[src/rtl/rot_pkg.sv]
// Shared position and bus-select encodings for the rotary selector.
// The optional auto-repeat feature is enabled with ROT_AUTOREPEAT_EN.
package rot_pkg;

  localparam logic [3:0] ROT_POS_R0  = 4'd0;
  localparam logic [3:0] ROT_POS_R1  = 4'd1;
  localparam logic [3:0] ROT_POS_R2  = 4'd2;
  localparam logic [3:0] ROT_POS_R3  = 4'd3;
  localparam logic [3:0] ROT_POS_R4  = 4'd4;
  localparam logic [3:0] ROT_POS_R5  = 4'd5;
  localparam logic [3:0] ROT_POS_R6  = 4'd6;
  localparam logic [3:0] ROT_POS_R7  = 4'd7;
  localparam logic [3:0] ROT_POS_IC  = 4'd8;
  localparam logic [3:0] ROT_POS_AC  = 4'd9;
  localparam logic [3:0] ROT_POS_AR  = 4'd10;
  localparam logic [3:0] ROT_POS_IR  = 4'd11;
  localparam logic [3:0] ROT_POS_SR  = 4'd12;
  localparam logic [3:0] ROT_POS_RZ  = 4'd13;
  localparam logic [3:0] ROT_POS_KB  = 4'd14;
  localparam logic [3:0] ROT_POS_MAX = 4'd14;

  localparam logic [10:0] ROT_BUS_R0 = 11'b10000000000;
  localparam logic [10:0] ROT_BUS_R1 = 11'b10010000000;
  localparam logic [10:0] ROT_BUS_R2 = 11'b10100000000;
  localparam logic [10:0] ROT_BUS_R3 = 11'b10110000000;
  localparam logic [10:0] ROT_BUS_R4 = 11'b11000000000;
  localparam logic [10:0] ROT_BUS_R5 = 11'b11010000000;
  localparam logic [10:0] ROT_BUS_R6 = 11'b11100000000;
  localparam logic [10:0] ROT_BUS_R7 = 11'b11110000000;
  localparam logic [10:0] ROT_BUS_IC = 11'b00001000000;
  localparam logic [10:0] ROT_BUS_AC = 11'b00000100000;
  localparam logic [10:0] ROT_BUS_AR = 11'b00000010000;
  localparam logic [10:0] ROT_BUS_IR = 11'b00000001000;
  localparam logic [10:0] ROT_BUS_SR = 11'b00000000100;
  localparam logic [10:0] ROT_BUS_RZ = 11'b00000000010;
  localparam logic [10:0] ROT_BUS_KB = 11'b00000000001;

  function automatic logic [10:0] rot_code(input logic [3:0] p);
    case (p)
      ROT_POS_R0: return ROT_BUS_R0;
      ROT_POS_R1: return ROT_BUS_R1;
      ROT_POS_R2: return ROT_BUS_R2;
      ROT_POS_R3: return ROT_BUS_R3;
      ROT_POS_R4: return ROT_BUS_R4;
      ROT_POS_R5: return ROT_BUS_R5;
      ROT_POS_R6: return ROT_BUS_R6;
      ROT_POS_R7: return ROT_BUS_R7;
      ROT_POS_IC: return ROT_BUS_IC;
      ROT_POS_AC: return ROT_BUS_AC;
      ROT_POS_AR: return ROT_BUS_AR;
      ROT_POS_IR: return ROT_BUS_IR;
      ROT_POS_SR: return ROT_BUS_SR;
      ROT_POS_RZ: return ROT_BUS_RZ;
      ROT_POS_KB: return ROT_BUS_KB;
      default:    return '0;
    endcase
  endfunction

endpackage

[src/rtl/rot_deb.sv]
// Contact conditioner: 2-FF synchroniser, debounce, rising-edge step pulse,
// and (with ROT_AUTOREPEAT_EN) hold-to-repeat step generation.
module rot_deb
  import rot_pkg::*;
#(
  parameter int DEB_CYCLES = 16,
  parameter int REP_DELAY  = 4096,
  parameter int REP_PERIOD = 1024
) (
  input  logic clk_sys,
  input  logic rst,
  input  logic raw,
  input  logic clr,
  output logic step
);

  localparam int CW = (DEB_CYCLES > 1) ? $clog2(DEB_CYCLES) : 1;

  logic          sync1, sync2, deb;
  logic [CW-1:0] cnt;
  logic          differ, flip, rep_fire;

  assign differ = (sync2 != deb);
  assign flip   = differ && (cnt == CW'(DEB_CYCLES - 1));

  always_ff @(posedge clk_sys) begin
    if (rst) begin
      sync1 <= 1'b0;
      sync2 <= 1'b0;
      deb   <= 1'b0;
      cnt   <= '0;
      step  <= 1'b0;
    end else begin
      // NOTE: state registers use non-blocking assignments so every flop
      // samples pre-edge values and the synchroniser chain really is two stages.
      sync1 <= raw;
      sync2 <= sync1;
      if (flip) begin
        deb <= sync2;
        cnt <= '0;
      end else if (differ) begin
        cnt <= cnt + 1'b1;
      end else begin
        cnt <= '0;
      end
      step <= (flip && sync2) || rep_fire;
    end
  end

`ifdef ROT_AUTOREPEAT_EN
  localparam int RMAX = (REP_DELAY > REP_PERIOD) ? REP_DELAY : REP_PERIOD;
  localparam int RW   = (RMAX > 1) ? $clog2(RMAX) : 1;

  logic [RW-1:0] rep_cnt;
  logic          rep_on;

  // flip while deb is high is the debounced fall, which must not repeat
  assign rep_fire = deb && !flip && !clr &&
                    (rep_on ? (rep_cnt == RW'(REP_PERIOD - 1))
                            : (rep_cnt == RW'(REP_DELAY - 1)));

  always_ff @(posedge clk_sys) begin
    if (rst || clr || !deb || flip) begin
      rep_cnt <= '0;
      rep_on  <= 1'b0;
    end else if (rep_fire) begin
      rep_cnt <= '0;
      rep_on  <= 1'b1;
    end else begin
      rep_cnt <= rep_cnt + 1'b1;
    end
  end
`else
  logic unused_clr;
  assign unused_clr = clr;
  assign rep_fire   = 1'b0;
`endif

endmodule

[src/rtl/rot_sel.sv]
// Registered rotary register selector with debounced step contacts and load.
// Define ROT_AUTOREPEAT_EN to add hold-to-repeat stepping.
module rot_sel
  import rot_pkg::*;
#(
  parameter int DEB_CYCLES = 16,
  parameter int RESET_POS  = 0,
  parameter int REP_DELAY  = 4096,
  parameter int REP_PERIOD = 1024
) (
  input  logic        clk_sys,
  input  logic        rst,
  input  logic        step_up,
  input  logic        step_dn,
  input  logic        load,
  input  logic [3:0]  load_pos,
  output logic [3:0]  pos,
  output logic [10:0] rot_bus,
  output logic        changed
);

  logic       up_ev, dn_ev;
  logic [3:0] nxt;

  rot_deb #(
    .DEB_CYCLES(DEB_CYCLES),
    .REP_DELAY (REP_DELAY),
    .REP_PERIOD(REP_PERIOD)
  ) u_deb_up (
    .clk_sys(clk_sys),
    .rst    (rst),
    .raw    (step_up),
    .clr    (load),
    .step   (up_ev)
  );

  rot_deb #(
    .DEB_CYCLES(DEB_CYCLES),
    .REP_DELAY (REP_DELAY),
    .REP_PERIOD(REP_PERIOD)
  ) u_deb_dn (
    .clk_sys(clk_sys),
    .rst    (rst),
    .raw    (step_dn),
    .clr    (load),
    .step   (dn_ev)
  );

  always_comb begin
    // NOTE: nxt gets a default before any branch so no path leaves it
    // unassigned, which would otherwise infer a latch.
    nxt = pos;
    if (load) begin
      nxt = (load_pos > ROT_POS_MAX) ? ROT_POS_MAX : load_pos;
    end else if (up_ev && !dn_ev) begin
      nxt = (pos == ROT_POS_MAX) ? ROT_POS_R0 : pos + 4'd1;
    end else if (dn_ev && !up_ev) begin
      nxt = (pos == ROT_POS_R0) ? ROT_POS_MAX : pos - 4'd1;
    end
  end

  always_ff @(posedge clk_sys) begin
    if (rst) begin
      pos     <= 4'(RESET_POS);
      rot_bus <= rot_code(4'(RESET_POS));
      changed <= 1'b0;
    end else begin
      pos     <= nxt;
      rot_bus <= rot_code(nxt);
      changed <= (nxt != pos);
    end
  end

endmodule

[config.mk]
export PLATFORM = sky130hd
export DESIGN_NAME = rot_sel
export DESIGN_NICKNAME = d
export VERILOG_FILES = /design/src/rtl/rot_pkg.sv /design/src/rtl/rot_deb.sv /design/src/rtl/rot_sel.sv
export SDC_FILE = /design/constraint.sdc
export NUM_CORES = 1
export LEC_CHECK = 0
export CAP_MARGIN = 15
export CORE_ASPECT_RATIO = 0.6
export CORE_MARGIN = 10
export CORE_UTILIZATION = 50
export DETAILED_ROUTE_END_ITERATION = 7
export PLACE_DENSITY = 0.76
export SYNTH_ARGS = -nofsm -noshare
export SYNTH_HDL_FRONTEND = slang
export SYNTH_HIERARCHICAL = 1
export SYNTH_SLANG_ARGS = --single-unit
[constraint.sdc]
create_clock -name clk_sys -period 3.73 [get_ports clk_sys]
set_input_delay 0.5595 -clock clk_sys [delete_from_list [all_inputs] [get_ports clk_sys]]
set_output_delay 0.5595 -clock clk_sys [all_outputs]
set_load 0.005 [all_outputs]
After elaboration in Yosys (flattened, before gate mapping). Memory sizes are Yosys's and may differ from the RTL's. A register that Yosys moved wholly into a read port is not among the register bits. Index checks and enable logic that the tools add are counted. Widths: inputs -> output; s select.

Register bits: 21. Memories kept: 1. Output and inout port bits: 16. Input port bits: 9. Logic and storage cells: 43. ROM bits: 176.

Eq/ne operators: 6. Multiplexer cells: 6. Bitwise gates (word level): 2. Magnitude comparators: 1. Reduce and logical (&&, ||, !) cells: 11. Add/subtract/negate cells: 4.

Memory list: (no name shown) (depth 16, bits a word 11, read ports 1, clocked after memory_dff 1, wr ports 0, line rot_pkg.sv:39) `case (p)`.

Operators by type and width (count): $mux 4 (6); $add 4x1->4 const B (3); $eq 4x4->1 const B (3); $logic_and 1x1->1 (6); $reduce_or 3->1 (2); $gt 4x4->1 const B (1); $logic_not 4->1 (1); $ne 4x4->1 (1); $sub 4x1->4 const B (1); $logic_not 1->1 (2); $ne 1x1->1 (2); $not 1->1 (2).

Depth between registers and ports, before layout. Gate-level depths: netlist of the first run.

Depth in word-level cells: 6. Gate-level depth with buffers: 8. Gate-level depth less buffers: 7.

Cells and area by module. Netlist of the first run, hierarchy kept.

By module, submodules not included: rot_sel (sequential area each 320.3 um^2, cells each 97, area an instance 909.6 um^2, instances 1); rot_deb (sequential area each 160.2 um^2, cells each 25, area an instance 281.5 um^2, instances 2).

Worst setup path before layout of the first run. No wires, ideal clock.

Path kind: register to register. Start point: reg pos[0]. End point: reg rot_bus[1]. Cell stages (with the launch flop): 8. Slack: 1.729 ns. Path buffers: 0. Required time: 3.656 ns. Arrival time: 1.927 ns. Library setup time: 0.074 ns. Clock period less this slack: 2.001 ns. Cell sequence: dfxtp_1 -> inv_1 -> ha_1 -> or2_1 -> a21oi_1 -> o41ai_4 -> or3_4 -> nor3_2.

Word-level cells in the longest chain between the ends: 5. Elaborated cells between the ends (all ways): 9. Classes of those cells: add/sub: 2; eq/ne: 1; mux: 5; reduce/logical: 1.

RTL lines: start, declared (line rot_sel.sv:17) `output logic [3:0] pos,`; start signal, assigned (line rot_sel.sv:64) `pos <= 4'(RESET_POS);`; start signal, assigned (line rot_sel.sv:68) `pos <= nxt;`; $sub 4x1->4 or $logic_not 4->1 (tied branches) (line rot_sel.sv:58) `nxt = (pos == ROT_POS_R0) ? ROT_POS_MAX : pos - 4'd1;`; $mux 4 (line rot_sel.sv:58); $mux 4 (line rot_sel.sv:57) `end else if (dn_ev && !up_ev) begin`; $mux 4 * (line rot_sel.sv:55) `end else if (up_ev && !dn_ev) begin`; $mux 4 * (line rot_sel.sv:53) `if (load) begin`; end, declared (line rot_sel.sv:18) `output logic [10:0] rot_bus,`.

Every way passes the cells marked *; elsewhere a longest branch is shown, timed or not. A chain may end at the register's enable or synchronous reset.

Worst setup path after layout of the first run.
Start point: in load. End point: reg rot_bus[3].

Word-level cells in the longest chain between the ends: 1.

RTL lines: start, declared (line rot_sel.sv:15) `input logic load,`; $mux 4 (line rot_sel.sv:53).

Every way passes these cells.

==> results of run 1 <==
worst paths after layout:
kind,startpoint,endpoint,cells past startpoint
min reg2reg,u_deb_up/sync1,u_deb_up/sync2,1
max reg2reg,pos[0],rot_bus[1],7
min,u_deb_up/sync1,u_deb_up/sync2,1
max,load,rot_bus[3],5
cells by family (layout without fill, tap and decap cells):
group / count (synthesis) / count (layout) / share of synthesized area, %
compound gates: 19 / 19 / 13.7
xor+xnor: 10 / 10 / 5.95
fa+ha+maj: 7 / 7 / 5.86
buf+inv: 14 / 41 / 4.76
flops: 32 / 32 / 43.5
mux: 2 / 2 / 1.36
simple gates: 63 / 63 / 24.9
power groups by stage:
stage	Clock (W)	Sequential, W	Combinational (W)
after floorplan	0	0.000365	0.0000473
after global placement	0	0.000368	0.0000769
after detailed placement	0	0.000369	0.0000780
after CTS	0.000276	0.000362	0.0000787
after global routing	0.000288	0.000363	0.0000857
final	0.000269	0.000362	0.0000784
placed cells by master (no fill, tap or decap), types with 2 or more instances in the layout:
| cell type | netlist | layout |
|---|---|---|
| dfxtp_1 | 32 | 32 |
| clkdlybuf4s50_1 | 0 | 24 |
| nor2_1 | 22 | 22 |
| inv_1 | 9 | 9 |
| nor2b_1 | 9 | 9 |
| xor2_1 | 7 | 7 |
| nand2_1 | 6 | 6 |
| ha_1 | 6 | 6 |
| clkbuf_8 | 0 | 6 |
| nand3_1 | 4 | 4 |
| or3b_1 | 3 | 3 |
| a211o_1 | 3 | 3 |
| xnor2_1 | 3 | 3 |
| a21oi_1 | 2 | 2 |
| a211oi_1 | 2 | 2 |
| a31oi_1 | 2 | 2 |
| nand2b_1 | 2 | 2 |
| clkinv_2 | 0 | 2 |
| nand3_2 | 2 | 2 |
| nand3b_1 | 2 | 2 |
| nor4b_1 | 2 | 2 |
| mux2i_1 | 2 | 2 |
| and3b_2 | 2 | 2 |
per-layer routing:
metal	GRT usage (%)	vias up	share of wire, %
li1	-	555	-
met1	14.5	535	47
met2	20.0	45	44
met3	4.92	2	8.4
met4	5.41	0	0.48
met5	0	-	0
per-stage QoR:
stage	cells	hold slack (ns)	instance area, um^2
2_1_floorplan	147	0.414	1470
3_3_place_gp	208	0.422	1730
3_5_place_dp	208	0.446	1730
4_1_cts	216	0.461	1820
5_1_grt	216	0.469	1820
6_report	216	0.453	1820
worst max-delay path, delay by kind of cell:
kind	cells	cell delay [ns]
compound gates	2	0.61
buf+inv	1	0.81
simple gates	2	0.55
area by class of cell:
type / count / area share [%]
clock inverters: 2 / 0.549
inverters: 9 / 1.85
well taps: 42 / 2.88
repair buffers: 24 / 13.2
clock buffers: 6 / 4.53
multi-input cells: 101 / 41.8
flip-flops and latches: 32 / 35.2
flip-flops by register name, summed over array words and instances, names as in the netlist:
name / flops
rot_bus: 11
pos: 4
u_deb_dn/cnt: 4
u_deb_up/cnt: 4
changed: 1
u_deb_dn/deb: 1
u_deb_dn/step: 1
u_deb_dn/sync1: 1
u_deb_dn/sync2: 1
u_deb_up/deb: 1
u_deb_up/step: 1
u_deb_up/sync1: 1
u_deb_up/sync2: 1
==> metrics.yaml, run 1 <==
outcome: "finished, final reports clean"
drt_iter0_markers: 83
fin_ws_ns: 1.40
grt.total_usage_pct: 12.3
synth_warnings: 6
gp_congestion: 0.928
initial_core_util_pct: 51.6
htreeDepth: 2
seqPwrFrac_pct: 51.0
cts_tree: "yes"
fillers: 245
ys.flop_type: "dfxtp_1"
avgSynthCellArea_um2: 10.0
drive_gt1_share_pct: 10.9
crit_arrival_ns: 2.54
row_count: 15
synth_edf_count: 0
cts.clk_slew.worst_paths_ns: 0.07
clock-sinks: 32
ys_types: 44
comb_power_share_pct: 11.0
synth_area_um2: 1470
postCtsSetupBuffers: 0
rsz0062_at_grt: "no"
ios: 25
place_ws_ns: 1.10
cts-buffers-inserted: 5
reg2reg_slack_ns: 1.42
vias: 1137
worstSetupPathType: "input port to flop"
final_hold_viol_count: 0
post_synth_main_area_contributors: "dfxtp_1, nor2_1, ha_1"
slowest_stage: "clkdlybuf4s50_1"
grt_pass1_vias: 1132
drv_slew: 0
power_leakage_nw: 0.727
vdd_ir_drop_max_uv: 262
crit_fanout: 11
synth_most_common_cell: "dfxtp_1"
period_share_pct: 62.4
ant_nets: 0
setup_viol: 0
tightestPinTransition_ns: 0.657
wirelength_um: 3320
cts_resized: 0
max_freq_ghz: 0.430
dp_hpwl_um: 2470
dr.pass1.iters: 4
finalCoreUtilization_pct: 63.9
netlist.area_leader.share_pct: 43.5
clock_latency_ns: 0.28
register_area_um2: 641
grt_pass1_wl_um: 5360
overflow: 0
multiInputGateArea_um2: 762
syn-num-nets: 162
wl_per_cell_um: 15.4
netSwitchingFraction_pct: 23.8
io_buffers: 24
p_clk_share_pct: 37.9
drc: 0
crit_path_end_kind: "flop"
synthCells: 147
critPathMaxStageDelay_ns: 0.81
ys_seq_area_share_pct: 43.5
antennaDiodeCount: 0
finalSetupTns_ns: 0
core_area_um2: 2850
die-area_um2: 5590
setup.worst_path.start_class: "input port"
clockRootBuffer: "clkbuf_8"
synth_seq_cells: 32
async_reset_ff_share_pct: 0
hp-class: "flop to flop"
power.total_w: 0.000709
antenna_found_initial: 0
switching_power_w: 0.000169
cap_violations: 0
postCtsHoldBufs: 0
maxSlewHeadroom_pct: 56.1
dieWidth_um: 90.1
critPathRequiredTime_ns: 3.94
vias_per_cell: 5.26
synth.largest_area_cell: "dfxtp_1"
cts_buffer_depth: 2
fin_worst_skew_ns: 0.00425
period_needed_ns: 2.33
internal_power_w: 0.000541
crit_path_cell_trace: "clkdlybuf4s50_1, a221oi_1, a221o_1, or3b_1, nor2_1"
fp.dieH_um: 62.0
grt_max_degree: 21
syn2layout_area_growth_pct: 23.7
fin_nets: 188
power.density_nw_per_um2: 389
synth_commonest_cells: "dfxtp_1, nor2_1, inv_1, nor2b_1, xor2_1"
Note: power is estimated with default switching activity, not from simulation.
==> run 2, diff against run 1 <==
--- a/config.mk
+++ b/config.mk
@@ -8,9 +8,9 @@
 export CAP_MARGIN = 15
 export CORE_ASPECT_RATIO = 0.6
 export CORE_MARGIN = 10
-export CORE_UTILIZATION = 50
+export CORE_UTILIZATION = 46
 export DETAILED_ROUTE_END_ITERATION = 7
-export PLACE_DENSITY = 0.76
+export PLACE_DENSITY = 0.74
 export SYNTH_ARGS = -nofsm -noshare
 export SYNTH_HDL_FRONTEND = slang
 export SYNTH_HIERARCHICAL = 1
==> constraint.sdc (replaced) <==
create_clock -name clk_sys -period 1.9 [get_ports clk_sys]
set_input_delay 0.285 -clock clk_sys [delete_from_list [all_inputs] [get_ports clk_sys]]
set_output_delay 0.285 -clock clk_sys [all_outputs]
set_load 0.005 [all_outputs]
==> metrics.yaml, run 2 (synthesis gave the netlist of run 1 again) <==
htreeDepth: 2  # unchanged
maxSlewHeadroom_pct: 78.9  # +23 points
vias_per_cell: 5.15  # -2.2%
largest_reg_flops: 11  # unchanged
die-area_um2: 5940  # +6.3%
io_buffers: 24  # unchanged
fin_nets: 205  # +9.0%
clock_latency_ns: 0.29  # about the same
ios: 25  # unchanged
p_clk_share_pct: 36.9  # -1.0 points
met1_usage_pct: 14.2  # -0.31 points
fp.dieH_um: 63.8  # +2.9%
crit_path_end_kind: "flop"
syn2layout_area_growth_pct: 39.5
grt_util_met3_pct: 5.83  # +0.91 points
grt_pass1_wl_um: 5520  # +3.0%
initial_core_util_pct: 49.7  # -2.0 points
seqPwrFrac_pct: 48.1  # -2.9 points
fillers: 227  # -7.3%
dieWidth_um: 93.0  # +3.3%
antennaDiodeCount: 0  # unchanged
cts.clk_slew.worst_paths_ns: 0.06  # about the same
drc: 0  # unchanged
layout_commonest_cell: "dfxtp_1"
grt_max_degree: 18  # -14%
comb_power_share_pct: 15.1  # +4.1 points
finalCoreUtilization_pct: 69.3  # +5.4 points
final_hold_viol_count: 0  # unchanged
clockRootBuffer: "clkbuf_8"
row_count: 15  # unchanged
setup_viol: 0  # unchanged
period_needed_ns: 1.87
power.total_w: 0.00147  # +110%
switching_power_w: 0.000359  # +110%
hp-class: "flop to flop"
cts_buffer_depth: 2  # unchanged
wl_per_cell_um: 16.1  # +4.9%
antenna_found_initial: 0  # unchanged
dp_hpwl_um: 2770  # +12%
critPathRequiredTime_ns: 2.13  # -1.81 ns
clock-sinks: 32  # unchanged
crit_arrival_ns: 2.10  # -0.44 ns
internal_power_w: 0.00111  # +100%
crit_fanout: 3  # -8
vdd_ir_drop_max_uv: 513  # +96%
overflow: 0  # unchanged
most-common-layout-cells: "dfxtp_1, clkdlybuf4s50_1, nor2_1"
rsz0062_at_grt: "yes"
tightestPinTransition_ns: 0.316  # -0.341 ns
drv_slew: 0  # unchanged
netSwitchingFraction_pct: 24.5  # +0.66 points
ant_nets: 0  # unchanged
gp_congestion: 0.980  # +5.5%
fin_area_um2: 2050  # +13%
place_area_um2: 1840  # +6.6%
period_share_pct: 98.2
postCtsHoldBufs: 0  # unchanged
setup.worst_path.start_class: "flop"
worstSetupPathType: "flop to flop"
cap_violations: 0  # unchanged
power.density_nw_per_um2: 714  # +83%
dr.pass1.iters: 4  # unchanged
power_leakage_nw: 0.819  # +13%
fin_worst_skew_ns: 0.00235  # -0.00190 ns
largest_register: "rot_bus"
use_met2_pct: 17.8  # -2.2 points
core_area_um2: 2970  # +3.9%
wirelength_um: 3760  # +13%
outcome: "finished, final reports clean"
cts-buffers-inserted: 5  # unchanged
drive_gt1_share_pct: 29.3  # +18 points
cts_tree: "yes"
grt.total_usage_pct: 12.2  # -0.079 points
busiest_layer: "met2"
max_freq_ghz: 0.536
drt_iter0_markers: 94  # +13%
grt_pass1_vias: 1136  # +0.35%
vias: 1200  # +5.5%
==> run 2: power by group through the flow <==
stage                     clock [W]  sequential (W)  combinational [W]
after floorplan                   0        0.000717          0.0000946
after global placement            0        0.000717           0.000184
after detailed placement          0        0.000718           0.000187
after CTS                  0.000553        0.000704           0.000193
after global routing       0.000581        0.000706           0.000238
final                      0.000540        0.000705           0.000221
==> run 2: per-stage QoR <==
step	setup WS, ns	TNS [ns]	hold slack (ns)	instances
2_1_floorplan	-0.00000322	-0.00000322	0.350	147
3_3_place_gp	-0.0562	-0.193	0.421	222
3_5_place_dp	-0.159	-0.545	0.433	222
4_1_cts	0.00889	0	0.449	231
5_1_grt	-0.0298	-0.0636	0.469	233
6_report	0.0344	0	0.446	233
==> run 2: what timing repair did <==
action,CTS,global route
gates resized for setup,4,25
setup endpoints to repair,7,9
gates cloned,0,0
pin swaps,1,13
buffers inserted,1,2
==> run 2: per-layer routing <==
metal  share of wire [%]  vias up
li1                    -      589
met1                  47      557
met2                  43       46
met3                 9.1        8
met4                 1.4        0
met5                   0        -
==> run 2: layout make-up <==
class	count	area, um^2	area share (%)
Tap cell	42	52.6	2.56
Sequential cell	32	652	31.7
Timing Repair Buffer	41	379	18.5
Multi-Input combinational cell	101	845	41.1
Clock buffer	8	90.1	4.38
Inverter	9	36.3	1.77
==> run 2: worst paths after layout <==
kind	start	endpoint	slack (ns)	cells after the start
max	pos[0]	rot_bus[4]	0.03	7
min	u_deb_dn/sync1	u_deb_dn/sync2	0.45	1
max reg2reg	pos[0]	rot_bus[4]	0.03	7
min reg2reg	u_deb_dn/sync1	u_deb_dn/sync2	0.45	1
==> run 2: worst max-delay path: stages, from the launching register on <==
cell	delay (ns)
dfxtp_4	0.37
inv_4	0.05
ha_4	0.24
nor2b_4	0.11
a211oi_2	0.06
o41ai_4	0.41
or3b_4	0.45
nor2_1	0.11
